## config.mk

```make
export PLATFORM = sky130hd
export DESIGN_NAME = mult_seq_ctrl_flat
export DESIGN_NICKNAME = d
export VERILOG_FILES = /design/src/rtl/mult_seq_ctrl_if.sv /design/src/rtl/mult_seq_ctrl.sv /design/src/flat_wrapper.sv
export SDC_FILE = /design/constraint.sdc
export NUM_CORES = 1
export LEC_CHECK = 0
export ABC_AREA = 1
export CAP_MARGIN = 25
export CORE_MARGIN = 1.5
export CORE_UTILIZATION = 33
export DETAILED_ROUTE_END_ITERATION = 7
export GPL_TIMING_DRIVEN = 1
export PLACE_DENSITY = 0.66
export SKIP_CTS_REPAIR_TIMING = 1
export SLEW_MARGIN = 10
export SYNTH_ARGS = -nofsm -noshare
export SYNTH_HDL_FRONTEND = slang
export SYNTH_SLANG_ARGS = --single-unit
```

## constraint.sdc

```tcl
create_clock -name clk -period 1.8 [get_ports clk]
set_input_delay 0.36 -clock clk [delete_from_list [all_inputs] [get_ports clk]]
set_output_delay 0.36 -clock clk [all_outputs]
set_load 0.02 [all_outputs]
```

## src/rtl/mult_seq_ctrl_if.sv

```systemverilog
// Control bundle between host, mult_seq_ctrl and the multiplier datapath.
// slave = the controller, master = host plus datapath side.
interface mult_seq_ctrl_if #(
   parameter int CNT_W = 4
);
   logic             start;
   logic             abort;
   logic             zflag;
   logic             ready;
   logic             busy;
   logic             done;
   logic             load;
   logic             psel;
   logic             reg_en;
   logic             shift_en;
   logic [CNT_W-1:0] iter;

   modport master (
      output start, abort, zflag,
      input  ready, busy, done,
      input  load, psel, reg_en, shift_en,
      input  iter
   );

   modport slave (
      input  start, abort, zflag,
      output ready, busy, done,
      output load, psel, reg_en, shift_en,
      output iter
   );
endinterface

```

## src/rtl/mult_seq_ctrl.sv

```systemverilog
// Sequencer for the shift-add signed multiplier datapath.
// All outputs are flops decoded from the next state, so no input reaches an output.
module mult_seq_ctrl #(
   parameter int N_BITS     = 8,
   parameter int CNT_W      = 4,
   parameter int EARLY_EXIT = 1
) (
   input  logic           clk,
   input  logic           rst_n,
   mult_seq_ctrl_if.slave bus
);

   typedef enum logic [2:0] {
      S_IDLE,
      S_LOAD,
      S_ADD,
      S_SHIFT,
      S_DONE
   } state_t;

   localparam logic [CNT_W-1:0] LAST = CNT_W'(N_BITS - 1);

   state_t           state_q, state_d;
   logic [CNT_W-1:0] iter_q, iter_d;
   logic             ready_q, ready_d;
   logic             busy_q, busy_d;
   logic             done_q, done_d;
   logic             load_q, load_d;
   logic             psel_q, psel_d;
   logic             reg_en_q, reg_en_d;
   logic             shift_en_q, shift_en_d;

   always_comb begin
      state_d = state_q;
      iter_d  = iter_q;
      unique case (state_q)
         S_IDLE: begin
            if (bus.start) state_d = S_LOAD;
         end
         S_LOAD: begin
            iter_d  = '0;
            state_d = bus.abort ? S_IDLE : S_ADD;
         end
         S_ADD: begin
            if (bus.abort)
               state_d = S_IDLE;
            else if (EARLY_EXIT != 0 && bus.zflag)
               state_d = S_DONE;
            else
               state_d = S_SHIFT;
         end
         S_SHIFT: begin
            if (bus.abort) begin
               state_d = S_IDLE;
            end else begin
               iter_d  = iter_q + CNT_W'(1);
               state_d = (iter_q == LAST) ? S_DONE : S_ADD;
            end
         end
         S_DONE: begin
            state_d = S_IDLE;
         end
         default: begin
            state_d = S_IDLE;
         end
      endcase
   end

   // Decode from the next state so the registered outputs line up with the state.
   always_comb begin
      ready_d    = (state_d == S_IDLE);
      busy_d     = (state_d == S_LOAD) || (state_d == S_ADD) ||
                   (state_d == S_SHIFT);
      done_d     = (state_d == S_DONE);
      load_d     = (state_d == S_LOAD);
      psel_d     = (state_d == S_ADD);
      reg_en_d   = (state_d == S_LOAD) || (state_d == S_ADD);
      shift_en_d = (state_d == S_SHIFT);
   end

   always_ff @(posedge clk) begin
      if (!rst_n) begin
         state_q    <= S_IDLE;
         iter_q     <= '0;
         ready_q    <= 1'b1;
         busy_q     <= 1'b0;
         done_q     <= 1'b0;
         load_q     <= 1'b0;
         psel_q     <= 1'b0;
         reg_en_q   <= 1'b0;
         shift_en_q <= 1'b0;
      end else begin
         state_q    <= state_d;
         iter_q     <= iter_d;
         ready_q    <= ready_d;
         busy_q     <= busy_d;
         done_q     <= done_d;
         load_q     <= load_d;
         psel_q     <= psel_d;
         reg_en_q   <= reg_en_d;
         shift_en_q <= shift_en_d;
      end
   end

   assign bus.ready    = ready_q;
   assign bus.busy     = busy_q;
   assign bus.done     = done_q;
   assign bus.load     = load_q;
   assign bus.psel     = psel_q;
   assign bus.reg_en   = reg_en_q;
   assign bus.shift_en = shift_en_q;
   assign bus.iter     = iter_q;

endmodule

```

## src/flat_wrapper.sv

```systemverilog
// flat-port wrapper written by rule: the top's interface ports become plain ports
module mult_seq_ctrl_flat 
#(
   parameter int N_BITS     = 8,
   parameter int CNT_W      = 4,
   parameter int EARLY_EXIT = 1
)
  (clk, rst_n, bus_start, bus_abort, bus_zflag, bus_ready, bus_busy, bus_done, bus_load, bus_psel, bus_reg_en, bus_shift_en, bus_iter);
  mult_seq_ctrl_if #(.CNT_W(CNT_W)) bus_i ();
  input  logic clk;
  input  logic rst_n;
  input wire logic [$bits(bus_i.start)-1:0] bus_start;
  input wire logic [$bits(bus_i.abort)-1:0] bus_abort;
  input wire logic [$bits(bus_i.zflag)-1:0] bus_zflag;
  output wire logic [$bits(bus_i.ready)-1:0] bus_ready;
  output wire logic [$bits(bus_i.busy)-1:0] bus_busy;
  output wire logic [$bits(bus_i.done)-1:0] bus_done;
  output wire logic [$bits(bus_i.load)-1:0] bus_load;
  output wire logic [$bits(bus_i.psel)-1:0] bus_psel;
  output wire logic [$bits(bus_i.reg_en)-1:0] bus_reg_en;
  output wire logic [$bits(bus_i.shift_en)-1:0] bus_shift_en;
  output wire logic [$bits(bus_i.iter)-1:0] bus_iter;
  assign bus_i.start = bus_start;
  assign bus_i.abort = bus_abort;
  assign bus_i.zflag = bus_zflag;
  assign bus_ready = bus_i.ready;
  assign bus_busy = bus_i.busy;
  assign bus_done = bus_i.done;
  assign bus_load = bus_i.load;
  assign bus_psel = bus_i.psel;
  assign bus_reg_en = bus_i.reg_en;
  assign bus_shift_en = bus_i.shift_en;
  assign bus_iter = bus_i.iter;
  mult_seq_ctrl #(.N_BITS(N_BITS), .CNT_W(CNT_W), .EARLY_EXIT(EARLY_EXIT)) u_core (.clk(clk), .rst_n(rst_n), .bus(bus_i));
endmodule
```

==> results by group <==
Critical path
  • Required @ worst endpoint: 1.44 ns
  • Arr. time, crit path: 1.31 ns
  • Reg2reg setup slack: 0.55 ns
  • Delay-heaviest family, CP: buffers and inverters
  • Reg2reg end: u_core.bus.ready
  • CP endpoint kind: primary output
  • CP Cell Sequence: clkdlybuf4s50_1
  • CP max-delay cell: clkdlybuf4s50_1
  • Cell count of the worst reg-to-reg path: 7
  • Reg2reg start: u_core.bus.iter[0]
  • CP max stage delay: 0.63 ns
  • Critical Path Source Type: register
  • Worst setup path category: register to primary output
  • CP max FO: 5
  • Worst Path Buf+Inv: 1

Clocking
  • CTS Root Cell: clkbuf_4
  • Clock Pin Slew Worst Setup and Hold Paths: 0.07 ns
  • Worst-Skew Late Latency: 0.27 ns
  • CTS HTree Levels: 1
  • CTS Sinks: 14
  • Max Root-Sink Buffers: 2
  • CTS tree: yes
  • Inserted Clock Buffers: 3

Hold path
  • Hold WC Path Type: register to register
  • Worst hold path endpoint: u_core.bus.iter[1]
  • Hold Startpoint: u_core.bus.iter[1]
  • Hold Crit Depth: 2

Drt
  • DR iter-0 viols: 9
  • Mean routed wirelength per cell: 9.050 µm
  • Vias: 534
  • Vias/cell: 4.487
  • Routed Antenna Nets: 0
  • Detailed Routing Iterations Pass 1: 5
  • Routed WL: 1.077 mm
  • Residual DRC: 0

Timing
  • Min setup slack post-route: 0.1282 ns
  • Slew headroom: 81.86%
  • TNS Setup: 0 ns
  • Clk_skew: 0.001834 ns
  • F_max: 0.5982 GHz
  • Final slew viol count: 0
  • RSZ-0062 raised after global routing: false
  • Worst-Margin Slew: 0.2693 ns
  • Final hold slack: 0.5023 ns
  • Part of the cycle the worst path needs: 92.88%
  • Endpoints failing hold: 0
  • Setup Viol. Count Final: 0
  • Tmin final: 1.672 ns

Synthesis
  • Count of state elements after synthesis: 14
  • Post-synth top area share: 47.56%
  • Register area share after synthesis: 47.56%
  • Yosys cell types: 19
  • Synthesized area per cell: 7.858 µm²
  • Mapped Area: 589.3 µm²
  • Top post-synthesis cells by area: dfxtp_1 (48%), nor2_1 (8.3%), nand3_1 (7.6%), nand2_1 (5.7%), inv_1 (5.1%)
  • Synthesized net count: 81
  • Number of synthesis warnings: 0
  • Cell accounting for the most synthesized area: dfxtp_1
  • Post-Synthesis Cells: 75

Global route
  • GRT met2 Usage: 18.00%
  • Met1 usage: 15.72%
  • Vias in the first global route: 438
  • Global-route wire length before repair: 1.738 mm
  • Antenna violations before repair: 0
  • Total GRT Usage: 12.21%
  • GRT Max-Usage Layer: met2
  • Met3 GRT Util: 6.000%
  • Largest net degree at the start of global routing: 10
  • Total grt overflow: 0

Status
  • Outcome: finished clean

Flow run
  • Max-cap violations: 0

Power and ir drop
  • Leak: 0.3267 nW
  • Pwr Total: 568.4 µW
  • Worst VDD drop: 0.0005221 V
  • PD cells: 709.8 nW/µm²

Cells and area
  • N_diodes: 0
  • Final Util: 46.89%
  • Commonest non-fill, non-tap cell in the layout: clkdlybuf4s50_1
  • Fill count: 180
  • Share of cells above drive strength 1: 17.02%
  • Nets@finish: 102
  • Commonest cells after routing, fill and taps aside: clkdlybuf4s50_1 (15), dfxtp_1 (14), nor2_1 (13)
  • Area growth syn-to-layout: 35.88%

Floorplan
  • Die height: 45.26 µm
  • Die width: 45.26 µm
  • Top-Level Pins: 16
  • Starting Density: 34.51%
  • DIE AREA: 2048 µm²
  • Core ar.: 1708 µm²
  • Site row count: 15

Placement
  • Placer Congestion: 0.8512
  • Setup WS pre-CTS: 0.2308 ns
  • Final HPWL DP: 855.2 µm
  • PortBufs: 15
## power by group
part	switching (mW)	total [mW]	internal, mW
clock	0.0874	0.165	0.0775
combinational	0.0454	0.0797	0.0343
sequential	0.00387	0.324	0.320
## sequential cells by signal (all words and copies together), names as in the netlist
register,count
u_core.bus.reg_en,1
u_core.state_q,3
u_core.bus.done,1
u_core.bus.shift_en,1
u_core.bus.load,1
u_core.bus.iter,4
u_core.bus.psel,1
u_core.bus.busy,1
u_core.bus.ready,1
## metal layers
| metal | routed length, µm | up-vias |
|---|---|---|
| met1 | 474 | 238 |
| met4 | 0 | 0 |
| met2 | 503 | 19 |
| met3 | 99 | 0 |
| li1 | - | 277 |
| met5 | 0 | - |
## Yosys cell counts
master and number:
clkinv_1 1, nor2_1 13, nand2_2 2, a211oi_1 1, nand2_1 9, inv_1 8, inv_2 2, a21oi_2 1
nor2_2 2, nor3_1 1, o21ai_0 1, o21ai_2 1, o21ai_1 1, nand3_1 9, nand3_2 2, a21oi_1 4
dfxtp_1 14, nor2_4 2, ha_1 1
## worst max-delay path by stage
stage | startpoint | end | depth (start not counted)
2_1_floorplan | u_core.bus.iter[0] | u_core.bus.ready | 7
3_3_place_gp | bus_abort | u_core.bus.ready | 7
3_5_place_dp | bus_abort | u_core.bus.ready | 7
4_1_cts | u_core.bus.iter[0] | bus_iter[0] | 1
5_1_grt | u_core.bus.iter[0] | bus_iter[0] | 1
6_report | u_core.bus.iter[0] | bus_iter[0] | 1
## worst reg2reg max path: stages (launching register included)
cell	delay (ns)
dfxtp_1	0.41
ha_1	0.21
nand3_1	0.13
inv_1	0.09
nor2_2	0.04
nor2_2	0.17
nand3_1	0.09
nand2_1	0.06
## area by class of cell
type	instances	area, µm²	share of cell area (%)
Inverter	11	41.29	5.156
Clock buffer	3	22.52	2.812
Sequential cell	14	280.3	35.00
Tap cell	25	31.28	3.906
Multi-Input combinational cell	50	267.8	33.44
Timing Repair Buffer	16	157.7	19.69
## metrics by stage
stage / std cells / area [µm²]
final: 119 / 800.8
after global routing: 119 / 800.8
after CTS: 119 / 800.8
after detailed placement: 116 / 778.2
after global placement: 116 / 778.2
after floorplan: 75 / 589.3
## cells by family after synthesis
logic type / count (synthesis) / share of synthesized area [%]
buffers and inverters: 11 / 7.006
adders and majority gates: 1 / 2.123
AOI/OAI and AO/OA: 9 / 9.341
DFF: 14 / 47.56
and+or+nand+nor: 40 / 33.97
No activity file was read; power rests on OpenSTA's default activity.
